`src/rtl/riscv_regfile_pkg.sv`:
```
// Shared RV32I register-file definitions. Decode and writeback use the same
// macros, and this file also exposes them as typed package constants.
`ifndef RISCV_DEFINES_SVH
`define RISCV_DEFINES_SVH
`define XLEN 32
`define REG_ADDR_W 5
`define REG_NUM 32
`endif

package riscv_regfile_pkg;
  localparam int XLEN       = `XLEN;
  localparam int REG_ADDR_W = `REG_ADDR_W;
  localparam int REG_NUM    = `REG_NUM;

  // A read port takes live writeback data when it addresses the register being written.
  // x0 never takes it.
  function automatic logic bypass_hit(input logic we,
                                      input logic [REG_ADDR_W-1:0] rd,
                                      input logic [REG_ADDR_W-1:0] rs);
    return we && (rd == rs) && (rs != {REG_ADDR_W{1'b0}});
  endfunction
endpackage

```
`src/rtl/riscv_regfile_entry.sv`:
```
// One architectural register: an XLEN-wide enable flop with an asynchronous
// reset to INIT.
module riscv_regfile_entry
  import riscv_regfile_pkg::*;
#(
  parameter logic [XLEN-1:0] INIT = {XLEN{1'b0}}
) (
  input  logic            clk,
  input  logic            rst,
  input  logic            en,
  input  logic [XLEN-1:0] d,
  output logic [XLEN-1:0] q
);

  logic [XLEN-1:0] q_r;

  // Load on the selected writeback edge. Reset overrides the load.
  always_ff @(posedge clk or posedge rst) begin
    if (rst) begin
      q_r <= INIT;
    end else if (en) begin
      q_r <= d;
    end else begin
      q_r <= q_r;
    end
  end

  assign q = q_r;

endmodule

```
`src/rtl/riscv_regfile.sv`:
```
// RV32I integer register file: 31 storage entries, hardwired x0, one write port
// and two combinational read ports with write-through bypass.
module riscv_regfile
  import riscv_regfile_pkg::*;
#(
  parameter logic [XLEN-1:0] REGFILE_INIT = 32'h0000_0000
) (
  input  logic                  i_clk,
  input  logic                  i_rst,
  input  logic                  i_regfile_we,
  input  logic [REG_ADDR_W-1:0] i_regfile_rd,
  input  logic [XLEN-1:0]       i_regfile_rd_data,
  input  logic [REG_ADDR_W-1:0] i_regfile_rs1,
  input  logic [REG_ADDR_W-1:0] i_regfile_rs2,
  output logic [XLEN-1:0]       o_regfile_rs1_data,
  output logic [XLEN-1:0]       o_regfile_rs2_data
);

  logic [XLEN-1:0] entry_q_s [REG_NUM];
  logic [XLEN-1:0] rs1_data_s;
  logic [XLEN-1:0] rs2_data_s;

  // x0 has no storage. This constant slot keeps the read index a full 5 bits wide.
  assign entry_q_s[0] = {XLEN{1'b0}};

  genvar gi;
  generate
    for (gi = 1; gi < REG_NUM; gi++) begin : g_entry
      logic wr_en_s;
      assign wr_en_s = i_regfile_we && (i_regfile_rd == REG_ADDR_W'(gi));

      riscv_regfile_entry #(
        .INIT (REGFILE_INIT)
      ) u_entry (
        .clk (i_clk),
        .rst (i_rst),
        .en  (wr_en_s),
        .d   (i_regfile_rd_data),
        .q   (entry_q_s[gi])
      );
    end
  endgenerate

  // Read muxes. The bypass is gated off during reset so only reset contents are visible.
  always_comb begin
    rs1_data_s = {XLEN{1'b0}};
    rs2_data_s = {XLEN{1'b0}};

    if (i_regfile_rs1 == {REG_ADDR_W{1'b0}}) begin
      rs1_data_s = {XLEN{1'b0}};
    end else if (!i_rst && bypass_hit(i_regfile_we, i_regfile_rd, i_regfile_rs1)) begin
      rs1_data_s = i_regfile_rd_data;
    end else begin
      rs1_data_s = entry_q_s[i_regfile_rs1];
    end

    if (i_regfile_rs2 == {REG_ADDR_W{1'b0}}) begin
      rs2_data_s = {XLEN{1'b0}};
    end else if (!i_rst && bypass_hit(i_regfile_we, i_regfile_rd, i_regfile_rs2)) begin
      rs2_data_s = i_regfile_rd_data;
    end else begin
      rs2_data_s = entry_q_s[i_regfile_rs2];
    end
  end

  assign o_regfile_rs1_data = rs1_data_s;
  assign o_regfile_rs2_data = rs2_data_s;

endmodule

```
`config.mk`:
```
export PLATFORM = sky130hd
export DESIGN_NAME = riscv_regfile
export DESIGN_NICKNAME = d
export VERILOG_FILES = /design/src/rtl/riscv_regfile_pkg.sv /design/src/rtl/riscv_regfile_entry.sv /design/src/rtl/riscv_regfile.sv
export SDC_FILE = /design/constraint.sdc
export NUM_CORES = 2
export LEC_CHECK = 0
export CELL_PAD_IN_SITES_DETAIL_PLACEMENT = 2
export CELL_PAD_IN_SITES_GLOBAL_PLACEMENT = 2
export CORE_MARGIN = 2
export CORE_UTILIZATION = 46
export CTS_CLUSTER_DIAMETER = 200
export CTS_CLUSTER_SIZE = 8
export DETAILED_ROUTE_END_ITERATION = 6
export GPL_TIMING_DRIVEN = 0
export HOLD_SLACK_MARGIN = 0.08
export PLACE_DENSITY_LB_ADDON = 0.1
export SLEW_MARGIN = 25
export SYNTH_ARGS = -nofsm -noshare
export SYNTH_HDL_FRONTEND = slang
export SYNTH_HIERARCHICAL = 1
export SYNTH_SLANG_ARGS = --single-unit
```
`constraint.sdc`:
```
create_clock -name i_clk -period 1.9 [get_ports i_clk]
set_input_delay 0.19 -clock i_clk [delete_from_list [all_inputs] [get_ports i_clk]]
set_output_delay 0.19 -clock i_clk [all_outputs]
set_load 0.01 [all_outputs]
```
# == Word-level counts from Yosys, hierarchy flattened ==
# Index checks and enable logic that the tools add are counted.
# word_totals
reg_bits,992
in_bits,50
word_cells,120
# classes
order_cmp,2
eq_ne,33
muxes,10
n_bitwise,2
reduce_logical,42
# op_table
op,count
$bmux W32 S5,2
$mux W32,8
$eq A5 B5 Y1 const B,16
$eq A5 B4 Y1 const B,8
$logic_and A1 B1 Y1,37
$eq A5 B3 Y1 const B,4
$ge A6 B6 Y1 const B,2
$not A5 Y6,2
$eq A5 B2 Y1 const B,2
$eq A5 B5 Y1,2
$logic_not A5 Y1,2
$reduce_bool A5 Y1,2
$eq A5 B1 Y1 const B,1
$logic_not A1 Y1,1

# == Longest topological paths before layout ==
# logic_depth
depth_word,6
depth_mapped,9
depth_no_buf,5

# == Modules after synthesis ==
# The synthesis kept the hierarchy.
# modules_own_cells
module,n_inst,cells_per_inst,area_per_inst_um2,seq_area_each_um2
riscv_regfile_entry,31,69,1348.8,800.8
riscv_regfile,1,2211,18632.9,0.0

# == Least setup slack after synthesis ==
# OpenSTA, ideal clock, no wires.
# synth_timing
path_kind,input to output
from,input port i_regfile_rs2[0]
to,output port o_regfile_rs2_data[0]
arrival_time_ps,1610
required_time_ps,1710
setup_slack_ps,100
cell_stages,6
path_buffers,2
cell_sequence,buf_6 buf_2 mux4_1 mux2i_1 a221oi_1 o221a_1
# synth_via
elab_chain_len,6
word_cells_on_any_way,12
cone_classes,eq/ne (1); mux (5); bitwise (1); reduce/logical (5)
# synth_rtl
item,line_no,rtl
"start, declared",riscv_regfile.sv:14,"input logic [REG_ADDR_W-1:0] i_regfile_rs2,"
$not A5 Y6 (implied by the code) or $eq A5 B5 Y1 (tied branches),"riscv_regfile.sv:62, riscv_regfile_pkg.sv:20",
$bmux W32 S5 or $logic_and A1 B1 Y1 (tied branches),"riscv_regfile.sv:62, riscv_regfile_pkg.sv:20",
$mux W32 (implied by the code) or $logic_and A1 B1 Y1 (tied branches),"riscv_regfile.sv:62, riscv_regfile_pkg.sv:20",
$mux W32 (implied by the code) or $logic_and A1 B1 Y1 (tied branches),"riscv_regfile.sv:62, riscv_regfile.sv:59",
$mux W32,riscv_regfile.sv:59,"end else if (!i_rst && bypass_hit(i_regfile_we, i_regfile_rd, i_regfile_rs2)) begin"
$mux W32 (*),riscv_regfile.sv:57,if (i_regfile_rs2 == {REG_ADDR_W{1'b0}}) begin
"end, declared",riscv_regfile.sv:16,output logic [XLEN-1:0] o_regfile_rs2_data
# Every way passes the cells marked *; elsewhere a longest branch is shown, timed or not. The select of a mux whose other input is x is not followed.

# == Worst setup path after layout ==
# layout_timing
from,input port i_regfile_rs1[2]
to,output port o_regfile_rs1_data[26]
# layout_via
elab_chain_len,6
word_cells_on_any_way,12
cone_classes,eq/ne (1); mux (5); bitwise (1); reduce/logical (5)
# layout_rtl
item,line_no,rtl
"start, declared",riscv_regfile.sv:13,"input logic [REG_ADDR_W-1:0] i_regfile_rs1,"
$not A5 Y6 (implied by the code) or $eq A5 B5 Y1 (tied branches),"riscv_regfile.sv:54, riscv_regfile_pkg.sv:20",
$bmux W32 S5 or $logic_and A1 B1 Y1 (tied branches),"riscv_regfile.sv:54, riscv_regfile_pkg.sv:20",
$mux W32 (implied by the code) or $logic_and A1 B1 Y1 (tied branches),"riscv_regfile.sv:54, riscv_regfile_pkg.sv:20",
$mux W32 (implied by the code) or $logic_and A1 B1 Y1 (tied branches),"riscv_regfile.sv:54, riscv_regfile.sv:51",
$mux W32,riscv_regfile.sv:51,"end else if (!i_rst && bypass_hit(i_regfile_we, i_regfile_rd, i_regfile_rs1)) begin"
$mux W32 (*),riscv_regfile.sv:49,if (i_regfile_rs1 == {REG_ADDR_W{1'b0}}) begin
"end, declared",riscv_regfile.sv:15,"output logic [XLEN-1:0] o_regfile_rs1_data,"
# Marked as above.

==> flow_summary.toml <==
[status]
status = "finished, violations left"
violations = "DRC, setup timing"

[floorplanning]
die_h_um = 366
coreArea_um2 = 131000
start_util_pct = 46.2
rows = 133
die_w_um = 366
io_pins = 114
design.die.area_um2 = 134000

[synthesis]
synth.net_count = 4400
ys_warn_count = 6
synth_mux_area_share_pct = 41.6
yosys-top-cells-area = "dfrtp_1, mux2_4, mux2i_1"
synth_area_per_cell_um2 = 13.9
synth_compound_area_share_pct = 6.90
synth_commonest_cells = "dfrtp_1, mux2_4, mux2i_1"
async_flop_share_pct = 100
synth-seq-cells = 992
yosysTopAreaCell = "dfrtp_1"
synth.most_common_cell = "dfrtp_1"
synth_top_area_share_pct = 41.1
synth-edff-count = 0
synthCells = 4350
synth_area_um2 = 60400
synth_ff_type = "dfrtp_1"
synth_top_family_by_area = "multiplexers"
synth_xor_area_share_pct = 0.145
synth_fa_ha_area_share_pct = 0
yosysSeqAreaShare_pct = 41.1
synth-simple-area-share_pct = 3.68
synth_cell_types = 45

[placement]
placedInstanceArea_um2 = 64800
gp_congestion = 0.986
hpwl_mm = 201
numPortBuffers = 106
place_ws_ns = -2.94

[job]
drv_cap = 0

[cts]
cts-root-buf = "clkbuf_16"
clk_pin_slew_ns = 0.05
cts_tree = "built"
cts.sinks = 992
cts_buffers = 141
clk_latency_ns = 0.80
clk_path_buf_depth = 3
htree_levels = 4

[pwr]
combinationalPowerShare_pct = 30.0
ir_worst_vdd_v = 0.00101
p_per_area_nw_per_um2 = 1040
p_leak_nw = 32.9
p_int_w = 0.0503
p_switching_w = 0.0264
pwr-share-seq_pct = 38.7
power_switching_share_pct = 34.4
clock_power_share_pct = 31.4

[finish]
fillCellCount = 11500
final_area_um2 = 73600
area_delta_synth_final_pct = 21.8
drive_above_1_share_pct = 48.8
fin_nets = 4934
largest_reg_flops = 992

[setup_path]
critPathMaxFanout = 10
critPathLaunch = "i_regfile_rs1[2]"
start_kind = "input port"
path_delay_family = "buffers and inverters"
worstPathCellList = "buf_2, buf_8, buf_6, xor2_1, nor2_2, nand2_2, clkbuf_1, o21ai_0, a21oi_2, buf_2"
path_common_cell = "buf_2"
required_ns = 1.71
path_depth = 10
cp.arrival_ns = 2.97
critical_path.max_stage_delay_ns = 0.85
rrSetupSlack_ns = 0.81
end_kind = "primary output"
endpoint = "o_regfile_rs1_data[26]"
r2r-end = "g_entry[15].u_entry/q[20]$_DFFE_PP0P_"
path_class = "input port to primary output"
critPathBufInv = 5
crit-reg2reg-launch = "g_entry[15].u_entry/q[20]$_DFFE_PP0P_"
r2r_cells = 3
critical_path.slowest_cell = "o21ai_0"

[route]
wire_per_inst_um = 49.5
drt-total-wl_mm = 330
route.vias.total = 48000
vias_per_cell = 7.21
first_pass_iters = 7
drt_iter0_markers = 6070
ant_nets = 0
drc = 14

[sta]
tightest_slew_ns = 1.17
finalHoldViolations = 0
maxSlewViolCount = 0
setup_viol = 122
fin_skew_ns = 0
fin_crit_ns = 3.16
rsz0062_at_grt = "true"
fin_crit_sh_pct = 166
finalWorstSetupSlack_ns = -1.26
fmax_mhz = 316
relSlewSlack_pct = 21.7

[global_routing]
grt_pass1_wl_mm = 435
track_usage_pct = 46.5
grt_max_degree = 33
antenna_found_initial = 22
grt_pass1_vias = 50500
gr-total-overflow = 0

[worst_hold_path]
hold_path_class = "input port to flip-flop"
min_from = "i_regfile_rd_data[7]"
## timing repair
item	in CTS	in global routing
resized for setup	951	86
hold buffers	88	0
pin swaps	154	53
endpoints found under the setup margin	807	341
hold endpoints to repair	1294	0
setup buffers	107	38
## cells by family after synthesis
logic type	after synthesis
AO/OA/AOI/OAI	602
XOR/XNOR	10
AND/OR/NAND/NOR	455
buffers and inverters	429
multiplexers	1862
flip-flops	992
## layer usage
layer	vias to the layer above	track usage, %	wire length, µm
li1	17400	-	-
met1	25900	59.9	125000
met2	3596	67.0	140000
met3	1168	15.9	40600
met4	18	29.1	24600
met5	-	0.178	113
## worst reg2reg max path, cell delays in order (launching register included)
cell and delay, ns:
dfrtp_1 0.41, buf_4 0.16, buf_4 0.13, mux2_4 0.26
## layout by cell type (no fill, tap or decap), drive strengths merged, types with 3 or more instances in the layout
cell           netlist  final
o22ai               31     31
mux2i              619    619
clkdlybuf4s15        0      4
dlygate4sd2          0      4
nor3                 9      9
a221oi              33     33
nand3              163    163
a21oi               97     97
xnor2                8      8
inv                 31     33
clkbuf             105    253
a31oi               32     32
buf                293    600
mux2              1115   1115
o21ai               84     84
diode                0     12
a22oi              281    281
clkinv               0      3
and2                 5      5
or2                 32     32
mux4               128    128
dlygate4sd3          0     75
a221o                6      6
nor2                62     62
o22a                 6      6
nand2b              21     21
o221a               32     32
nand2              111    111
nor2b               12     12
and3                32     32
dfrtp              992    992
## how the worst min path moves through the flow
stage	endpoint	slack, ns	cells after the start
after floorplan	g_entry[10].u_entry/q[0]$_DFFE_PP0P_	0.31	1
after global placement	g_entry[15].u_entry/q[12]$_DFFE_PP0P_	0.50	1
after detailed placement	g_entry[21].u_entry/q[20]$_DFFE_PP0P_	0.32	2
after CTS	g_entry[19].u_entry/q[7]$_DFFE_PP0P_	0.08	3
after global routing	g_entry[26].u_entry/q[16]$_DFFE_PP0P_	0.13	3
final	g_entry[7].u_entry/q[7]$_DFFE_PP0P_	0.16	3
## power by group through the flow
stage                     logic (W)  registers (W)  clock network [W]
after global placement       0.0172         0.0289                  0
after global routing         0.0233         0.0299             0.0247
after CTS                    0.0207         0.0290             0.0237
after detailed placement     0.0181         0.0292                  0
final                        0.0230         0.0296             0.0241
after floorplan              0.0122         0.0278                  0
## metrics by stage
step | power [W] | utilization, % | cells | hold WS [ns] | TNS, ns
after global routing | 0.0779 | 56.2 | 6651 | 0.127 | -60.89
after detailed placement | 0.0473 | 49.5 | 6267 | 0.322 | -1059.59
final | 0.0767 | 56.2 | 6661 | 0.156 | -65.12
after floorplan | 0.0400 | - | 4350 | 0.306 | 0
after global placement | 0.0461 | 48.6 | 6211 | 0.502 | -3372.09
after CTS | 0.0734 | 55.7 | 6612 | 0.0836 | -55.10
## cell type report
class	instances	area, µm²	share of cell area, %
antenna	12	30.0	0.0408
buffer	395	4400	5.97
clock buffer	148	3700	5.03
clock inverter	5	66.3	0.0901
inverter	31	166	0.226
multi-input combinational	2929	34000	46.2
sequential	992	24800	33.7
tap	1755	2200	2.98
timing repair buffer	394	4220	5.73
Power figures use the tool's default switching activity.
